`src/rtl/ky_dma_arb.sv`:
```
// Round-robin arbiter and sequencer that shares the single Unibus DMA cycle engine
// between NREQ FPGA-side requesters, with optional RMW hold and ARM back-off.
module ky_dma_arb #(
    parameter int unsigned NREQ    = 4,
    parameter int unsigned HOLDMAX = 1000
) (
    input  logic               CLOCK,
    input  logic               RESET,
    input  logic               init_in_h,
    input  logic [31:0]        dmalock,
    input  logic [NREQ-1:0]    req,
    input  logic [NREQ-1:0]    lock,
    input  logic [2*NREQ-1:0]  ctrl,
    input  logic [18*NREQ-1:0] addr,
    input  logic [16*NREQ-1:0] wdata,
    output logic [NREQ-1:0]    gnt,
    output logic [NREQ-1:0]    done,
    output logic [15:0]        rdata,
    output logic               timo,
    output logic               perr,
    output logic               eng_start,
    output logic [1:0]         eng_ctrl,
    output logic [17:0]        eng_addr,
    output logic [15:0]        eng_wdata,
    input  logic               eng_busy,
    input  logic               eng_done,
    input  logic               eng_timo,
    input  logic               eng_perr,
    input  logic [15:0]        eng_rdata
);

    localparam int unsigned PW = (NREQ > 1) ? $clog2(NREQ) : 1;
    localparam int unsigned CW = $clog2(HOLDMAX + 1);

    localparam logic [1:0] ST_IDLE  = 2'd0;
    localparam logic [1:0] ST_ISSUE = 2'd1;
    localparam logic [1:0] ST_WAIT  = 2'd2;
    localparam logic [1:0] ST_HOLD  = 2'd3;

    localparam logic [NREQ-1:0] ONE = NREQ'(1);

    logic [1:0]      state;
    logic [PW-1:0]   ptr;
    logic [PW-1:0]   owner;
    logic [CW-1:0]   hold_cnt;

    logic [PW-1:0]   win_idx;
    logic            win_found;
    logic [PW-1:0]   cand_idx;
    logic [PW-1:0]   sel_idx;
    logic [1:0]      sel_ctrl;
    logic [17:0]     sel_addr;
    logic [15:0]     sel_wdata;
    logic [NREQ-1:0] owner_hot;
    logic [PW-1:0]   ptr_after;
    logic            owner_req;
    logic            owner_lock;
    logic            arm_owns;

    assign owner_hot  = ONE << owner;
    assign owner_req  = |(req & owner_hot);
    assign owner_lock = |(lock & owner_hot);
    assign arm_owns   = (dmalock != 32'd0);
    assign ptr_after  = (owner == PW'(NREQ - 1)) ? '0 : owner + 1'b1;
    assign eng_start  = (state == ST_ISSUE) && !init_in_h;

    // First set request at ptr, ptr+1, ... wrapping.
    always_comb begin
        win_found = 1'b0;
        win_idx   = '0;
        cand_idx  = '0;
        for (int i = 0; i < NREQ; i++) begin
            cand_idx = PW'((32'(ptr) + 32'(i)) % NREQ);
            if (!win_found && |(req & (ONE << cand_idx))) begin
                win_found = 1'b1;
                win_idx   = cand_idx;
            end
        end
    end

    always_comb begin
        sel_idx   = (state == ST_IDLE) ? win_idx : owner;
        sel_ctrl  = '0;
        sel_addr  = '0;
        sel_wdata = '0;
        for (int i = 0; i < NREQ; i++) begin
            if (sel_idx == PW'(i)) begin
                sel_ctrl  = ctrl[2*i +: 2];
                sel_addr  = addr[18*i +: 18];
                sel_wdata = wdata[16*i +: 16];
            end
        end
    end

    always_ff @(posedge CLOCK) begin
        if (RESET) begin
            state     <= ST_IDLE;
            ptr       <= '0;
            owner     <= '0;
            hold_cnt  <= '0;
            gnt       <= '0;
            done      <= '0;
            rdata     <= '0;
            timo      <= 1'b0;
            perr      <= 1'b0;
            eng_ctrl  <= '0;
            eng_addr  <= '0;
            eng_wdata <= '0;
        end else begin
            done <= '0;
            case (state)
                ST_IDLE: begin
                    if (!init_in_h && !arm_owns && !eng_busy && win_found) begin
                        owner     <= win_idx;
                        gnt       <= ONE << win_idx;
                        eng_ctrl  <= sel_ctrl;
                        eng_addr  <= sel_addr;
                        eng_wdata <= sel_wdata;
                        state     <= ST_ISSUE;
                    end else begin
                        gnt <= '0;
                    end
                end
                ST_ISSUE, ST_WAIT: begin
                    if (init_in_h) begin
                        // Abort: report to owner as a timed-out cycle, keep rdata and ptr.
                        done  <= owner_hot;
                        timo  <= 1'b1;
                        perr  <= 1'b0;
                        gnt   <= '0;
                        state <= ST_IDLE;
                    end else if (state == ST_ISSUE) begin
                        state <= ST_WAIT;
                    end else if (eng_done) begin
                        done  <= owner_hot;
                        rdata <= eng_rdata;
                        timo  <= eng_timo;
                        perr  <= eng_perr;
                        if (owner_lock && !eng_timo && !arm_owns) begin
                            hold_cnt <= '0;
                            state    <= ST_HOLD;
                        end else begin
                            gnt   <= '0;
                            ptr   <= ptr_after;
                            state <= ST_IDLE;
                        end
                    end
                end
                ST_HOLD: begin
                    if (init_in_h) begin
                        gnt   <= '0;
                        state <= ST_IDLE;
                    end else if (owner_req && owner_lock) begin
                        eng_ctrl  <= sel_ctrl;
                        eng_addr  <= sel_addr;
                        eng_wdata <= sel_wdata;
                        hold_cnt  <= '0;
                        state     <= ST_ISSUE;
                    end else if (!owner_lock || hold_cnt == CW'(HOLDMAX - 1) || arm_owns) begin
                        gnt   <= '0;
                        ptr   <= ptr_after;
                        state <= ST_IDLE;
                    end else begin
                        hold_cnt <= hold_cnt + 1'b1;
                    end
                end
                default: state <= ST_IDLE;
            endcase
        end
    end

endmodule
```
`config.mk`:
```
export PLATFORM = sky130hd
export DESIGN_NAME = ky_dma_arb
export DESIGN_NICKNAME = d
export VERILOG_FILES = /design/src/rtl/ky_dma_arb.sv
export SDC_FILE = /design/constraint.sdc
export NUM_CORES = 1
export LEC_CHECK = 0
export ABC_AREA = 1
export CORE_ASPECT_RATIO = 0.6
export CORE_MARGIN = 5
export CORE_UTILIZATION = 39
export DETAILED_ROUTE_END_ITERATION = 12
export GPL_TIMING_DRIVEN = 0
export PLACE_DENSITY = 0.82
export SYNTH_ARGS = -nofsm -noshare
export SYNTH_HDL_FRONTEND = slang
export SYNTH_SLANG_ARGS = --single-unit
export TNS_END_PERCENT = 20
```
`constraint.sdc`:
```
create_clock -name CLOCK -period 2.8 [get_ports CLOCK]
set_input_delay 0.42 -clock CLOCK [delete_from_list [all_inputs] [get_ports CLOCK]]
set_output_delay 0.42 -clock CLOCK [all_outputs]
set_load 0.02 [all_outputs]
```
### Yosys cells after proc, flatten, opt, wreduce, memory -nomap -nowiden

Cells that the tools add are included.

* word-level logic and storage cells: 178
* bits in registers: 78

* add/sub/neg operators: 5
* shift operators: 6
* bitwise operators: 9
* mux-type cells: 77
* reductions and logical operators: 42
* equality and inequality tests: 27

Operator list (number)
* $mux W18: 7
* $mux W16: 7
* $mux W10: 7
* $mux W2: 28
* $mux W4: 11
* $pmux W18 S2: 1
* $pmux W16 S2: 1
* $reduce_bool A32 Y1: 1
* $and A4 B4 Y4: 6
* $reduce_or A4 Y1: 6
* $shl A1 B2 Y4 const A: 6
* $ne A2 B2 Y1 const B: 10
* $pmux W10 S2: 1
* $ne A3 B3 Y1 const B: 6
* $pmux W4 S3: 1
* $add A10 B1 Y10 const B: 1
* $eq A10 B10 Y1 const B: 1
* $eq A2 B2 Y1 const B: 5
* $logic_and A1 B1 Y1: 10
* $mux W1: 10
* $logic_not A1 Y1: 8
* $ne A4 B4 Y1 const B: 2
* $pmux W2 S2: 2
* $reduce_and A4 Y1: 2
* other kinds (15): 26

### Logic depth before layout (Yosys ltp)

* word-level depth: 22
* mapped depth: 19
* depth with buffers taken out: 18

### Worst setup path before layout

OpenSTA, ideal clock, no wires.

* path type: register to register
* start point: reg ptr[0]
* end point: reg eng_addr[0]
* clock period less this slack: 2151 ps
* buffers on the path: 2
* required time: 2683 ps
* stages on the path, launching flop included: 19
* setup slack: 649 ps
* data arrival time: 2034 ps
* path through: dfxtp_1 -> inv_1 -> ha_1 -> nand2_1 -> nand2_2 -> nor2_2 -> nand2_1 -> nor2_2 -> nand3_2 -> nand2_2 -> nand2_2 -> nand2_2 -> buf_6 -> nor2_8 -> buf_8 -> nand2_1 -> nand3_1 -> nor2_1 -> nor2_1

* longest elaborated chain between the ends: 22

Ends and longest elaborated chain
* start, declared: RTL line 43 `logic [PW-1:0] ptr;`
* start signal, assigned: RTL line 144 `ptr <= ptr_after;`
* start signal, assigned: RTL line 161 `ptr <= ptr_after;`
* branches (longest 22 deep; another with $add A2 B1 Y2)
* end signal, assigned: RTL line 117 `eng_addr <= sel_addr;`
* end signal, assigned: RTL line 155 `eng_addr <= sel_addr;`
* end, declared: RTL line 23 `output logic [17:0] eng_addr,`

Several ways; the timed one is not identified. The select of a mux whose other input is x is not followed.
A chain may end at the register's enable or synchronous reset.

### Worst setup path in the final report

* start point: reg ptr[1]
* end point: reg eng_addr[16]

The elaborated chain is that of the path after synthesis.

==> flow_summary.yaml <==
hold_path:
  hold_path.class: "flip-flop to flip-flop"
clocking:
  clock-sinks: 78
  cts_buffer_depth: 2
  htree_levels: 3
  path_clk_slew_ns: 0.06
  clock_latency_ns: 0.33
  hold_buffers: 0
  cts_made_buffers: 9
  clockRootBuffer: "clkbuf_16"
  cts_tree: "built"
setup_path:
  cp.required_ns: 3.07
  endpoint_kind: "flip-flop"
  r2r_slack_ns: 0.24
  crit_path_start: "ptr[1]$_SDFFE_PP0P_"
  cp_max_fo: 10
  reg2reg_from: "ptr[1]$_SDFFE_PP0P_"
  r2r_end: "eng_addr[16]$_SDFFE_PP0P_"
  startpoint_type: "flip-flop"
  ff2ff_path_depth: 17
  setup.worst_path.class: "flip-flop to flip-flop"
  cp_data_arrival_time_ns: 2.83
  endpoint: "eng_addr[16]$_SDFFE_PP0P_"
finish:
  layout_common_cells: "clkdlybuf4s50_1 (267), nand2_1 (250), nor2_1 (126), dfxtp_1 (77), o21ai_0 (65)"
  final_common_cell: "clkdlybuf4s50_1"
  nets: 1281
  synthToLayoutAreaGrowth_pct: 66.7
  antenna_cells: 0
  drive_above_1_share_pct: 7.14
placement:
  dpl.hpwl_mm: 15.5
  gp_congestion: 0.925
  io_buffer_count: 267
route:
  drt_first_pass_iters: 4
  drcViolationCount: 0
  detail_route.wl_per_cell_um: 15.4
  detail-route-antenna-nets: 0
  routed_wl_mm: 18.9
  vias_per_cell: 4.85
  vias: 5962
  drt_iter0_markers: 289
pwr:
  fin_total_pwr_w: 0.00285
  p_int_w: 0.00215
  power_frac_comb_pct: 19.2
  power_switching_w: 0.000702
  ir_worst_vdd_uv: 346
  pwr-share-seq_pct: 38.9
  p_per_area_nw_per_um2: 352
  p_clk_share_pct: 41.9
  leakage_nw: 3.20
  switching_share_pct: 24.6
logic_synthesis:
  avgSynthCellArea_um2: 6.23
  seq_area_frac_synth_pct: 32.2
  synthesis.area_um2: 4850
  netlist_instances: 779
  yosys_warnings: 0
  synth.largest_area_cell: "dfxtp_1"
  syn_nets: 1000
  synth-main-ff-cell: "dfxtp_1"
  synth_top_cell_area_share_pct: 32.2
  synthTopCellsByArea: "dfxtp_1 (32%), nand2_1 (19%), nor2_1 (9.9%)"
  ys_types: 36
  synth_edf_count: 0
  async_flop_share_pct: 0
  synth-seq-cells: 78
floorplan:
  start_util_pct: 40.1
  core.rowCount: 31
  ioPinCount: 270
  dieArea_um2: 14900
  die_width_um: 154
  die_h_um: 96.4
  coreArea_um2: 12100
timing:
  tns_ns: 0
  slew_violations: 0
  fmax_mhz: 390
  fin_crit_sh_pct: 91.5
  finalHoldViolCount: 0
  max_slew_margin_pct: 59.1
  tightestPinTransition_ns: 0.599
  setup_viol: 0
  finClkSkew_ns: 0.00701
  min_period_ns: 2.56
  rsz0062_at_grt: "yes"
run_status:
  status: "completed"
run:
  maxCapViolations: 0
grt:
  grt_start_max_net_pins: 16
  antenna_found_initial: 0
  grt_pass1_wl_mm: 28.6
  grtUsageTotal_pct: 24.2
  grt-ovfl-total: 0
  first_global_vias: 5568
## logic make-up after synthesis
| logic type | after synthesis | synth area share (%) |
|---|---|---|
| AO/OA/AOI/OAI | 108 | 11.6 |
| buffers and inverters | 78 | 8.14 |
| adder cells (fa/ha/maj) | 14 | 3.61 |
| flip-flops | 78 | 32.2 |
| AND/OR/NAND/NOR | 496 | 43.6 |
| XOR/XNOR | 5 | 0.902 |
## state kept, by name (all words and copies together), names as in the netlist
| register | cells |
|---|---|
| done | 4 |
| eng_addr | 18 |
| eng_ctrl | 2 |
| eng_wdata | 16 |
| gnt | 4 |
| hold_cnt | 10 |
| owner | 2 |
| perr | 1 |
| ptr | 2 |
| rdata | 16 |
| state | 2 |
| timo | 1 |
## repair_timing
| item | CTS | global route |
|---|---|---|
| setup endpoints to repair | 0 | 38 |
| setup buffers | 0 | 3 |
| resized for setup | 0 | 11 |
## synth_stat cells, types with 2 or more instances
cell	n
a21oi_1	30
a21oi_2	3
buf_2	7
buf_4	2
buf_6	8
buf_8	2
clkbuf_1	13
dfxtp_1	78
ha_1	14
inv_1	41
inv_2	3
nand2_1	250
nand2_2	14
nand3_1	58
nand4_1	9
nor2_1	128
nor2_2	4
nor2_4	2
nor2_8	2
nor3_1	16
nor4_1	2
o21ai_0	65
o21ai_1	6
or2_0	5
or2_1	3
xor2_1	4
## final cells by class
class,instances,area (um2)
Fill cell,1091,4010
Multi-Input combinational cell,623,2910
Timing Repair Buffer,270,2710
Sequential cell,78,1560
Buffer,33,234
Clock buffer,9,225
Tap cell,165,206
Inverter,45,169
Clock inverter,7,80.1
## stage by stage
step / instance area (um2) / std cells / setup WS (ns) / hold slack, ns / utilization [%]
floorplan: 4850 / 779 / 0.649 / 0.469 / -
global placement: 7730 / 1211 / -0.0583 / 0.446 / 63.9
detailed placement: 7730 / 1211 / -0.128 / 0.444 / 63.9
CTS: 8040 / 1227 / 0.164 / 0.463 / 66.4
global route: 8090 / 1230 / -0.00513 / 0.476 / 66.9
finish: 8090 / 1230 / 0.239 / 0.458 / 66.9
## critical path, cell delays in order (launching register included)
cell     delay [ns]
dfxtp_1        0.41
inv_1          0.10
ha_1           0.26
nand2_2        0.10
nand2_2        0.07
o21ai_0        0.21
nand2_1        0.09
nor2_2         0.15
nand2_2        0.11
nand2_2        0.08
nand2_2        0.06
buf_6          0.16
nor2_8         0.20
buf_6          0.20
nand2_1        0.06
nand3_1        0.10
nor2_1         0.05
nor2_1         0.07
## power by group through the flow
stage / registers (W) / clock network (W) / logic [W]
finish: 0.00111 / 0.00119 / 0.000548
global route: 0.00111 / 0.00126 / 0.000591
CTS: 0.00111 / 0.00122 / 0.000543
detailed placement: 0.00113 / 0 / 0.000541
global placement: 0.00113 / 0 / 0.000537
floorplan: 0.00113 / 0 / 0.000190
## worst min-delay path by stage
stage,from,endpoint,slack [ns],depth (start not counted)
finish,timo$_SDFFE_PP0P_,timo$_SDFFE_PP0P_,0.46,2
global route,gnt[0]$_SDFFE_PP0P_,gnt[0]$_SDFFE_PP0P_,0.48,2
CTS,RESET,eng_wdata[2]$_SDFFE_PP0P_,0.46,2
detailed placement,timo$_SDFFE_PP0P_,timo$_SDFFE_PP0P_,0.44,2
global placement,timo$_SDFFE_PP0P_,timo$_SDFFE_PP0P_,0.45,2
floorplan,hold_cnt[9]$_SDFFE_PP0P_,hold_cnt[9]$_SDFFE_PP0P_,0.47,2
## routing by layer
metal	global-route usage (%)	part of all wire [%]
met1	33.3	47
met2	37.8	43
met3	8.06	9.9
met4	3.75	0.38
met5	0	0
Power figures use the tool's default switching activity.
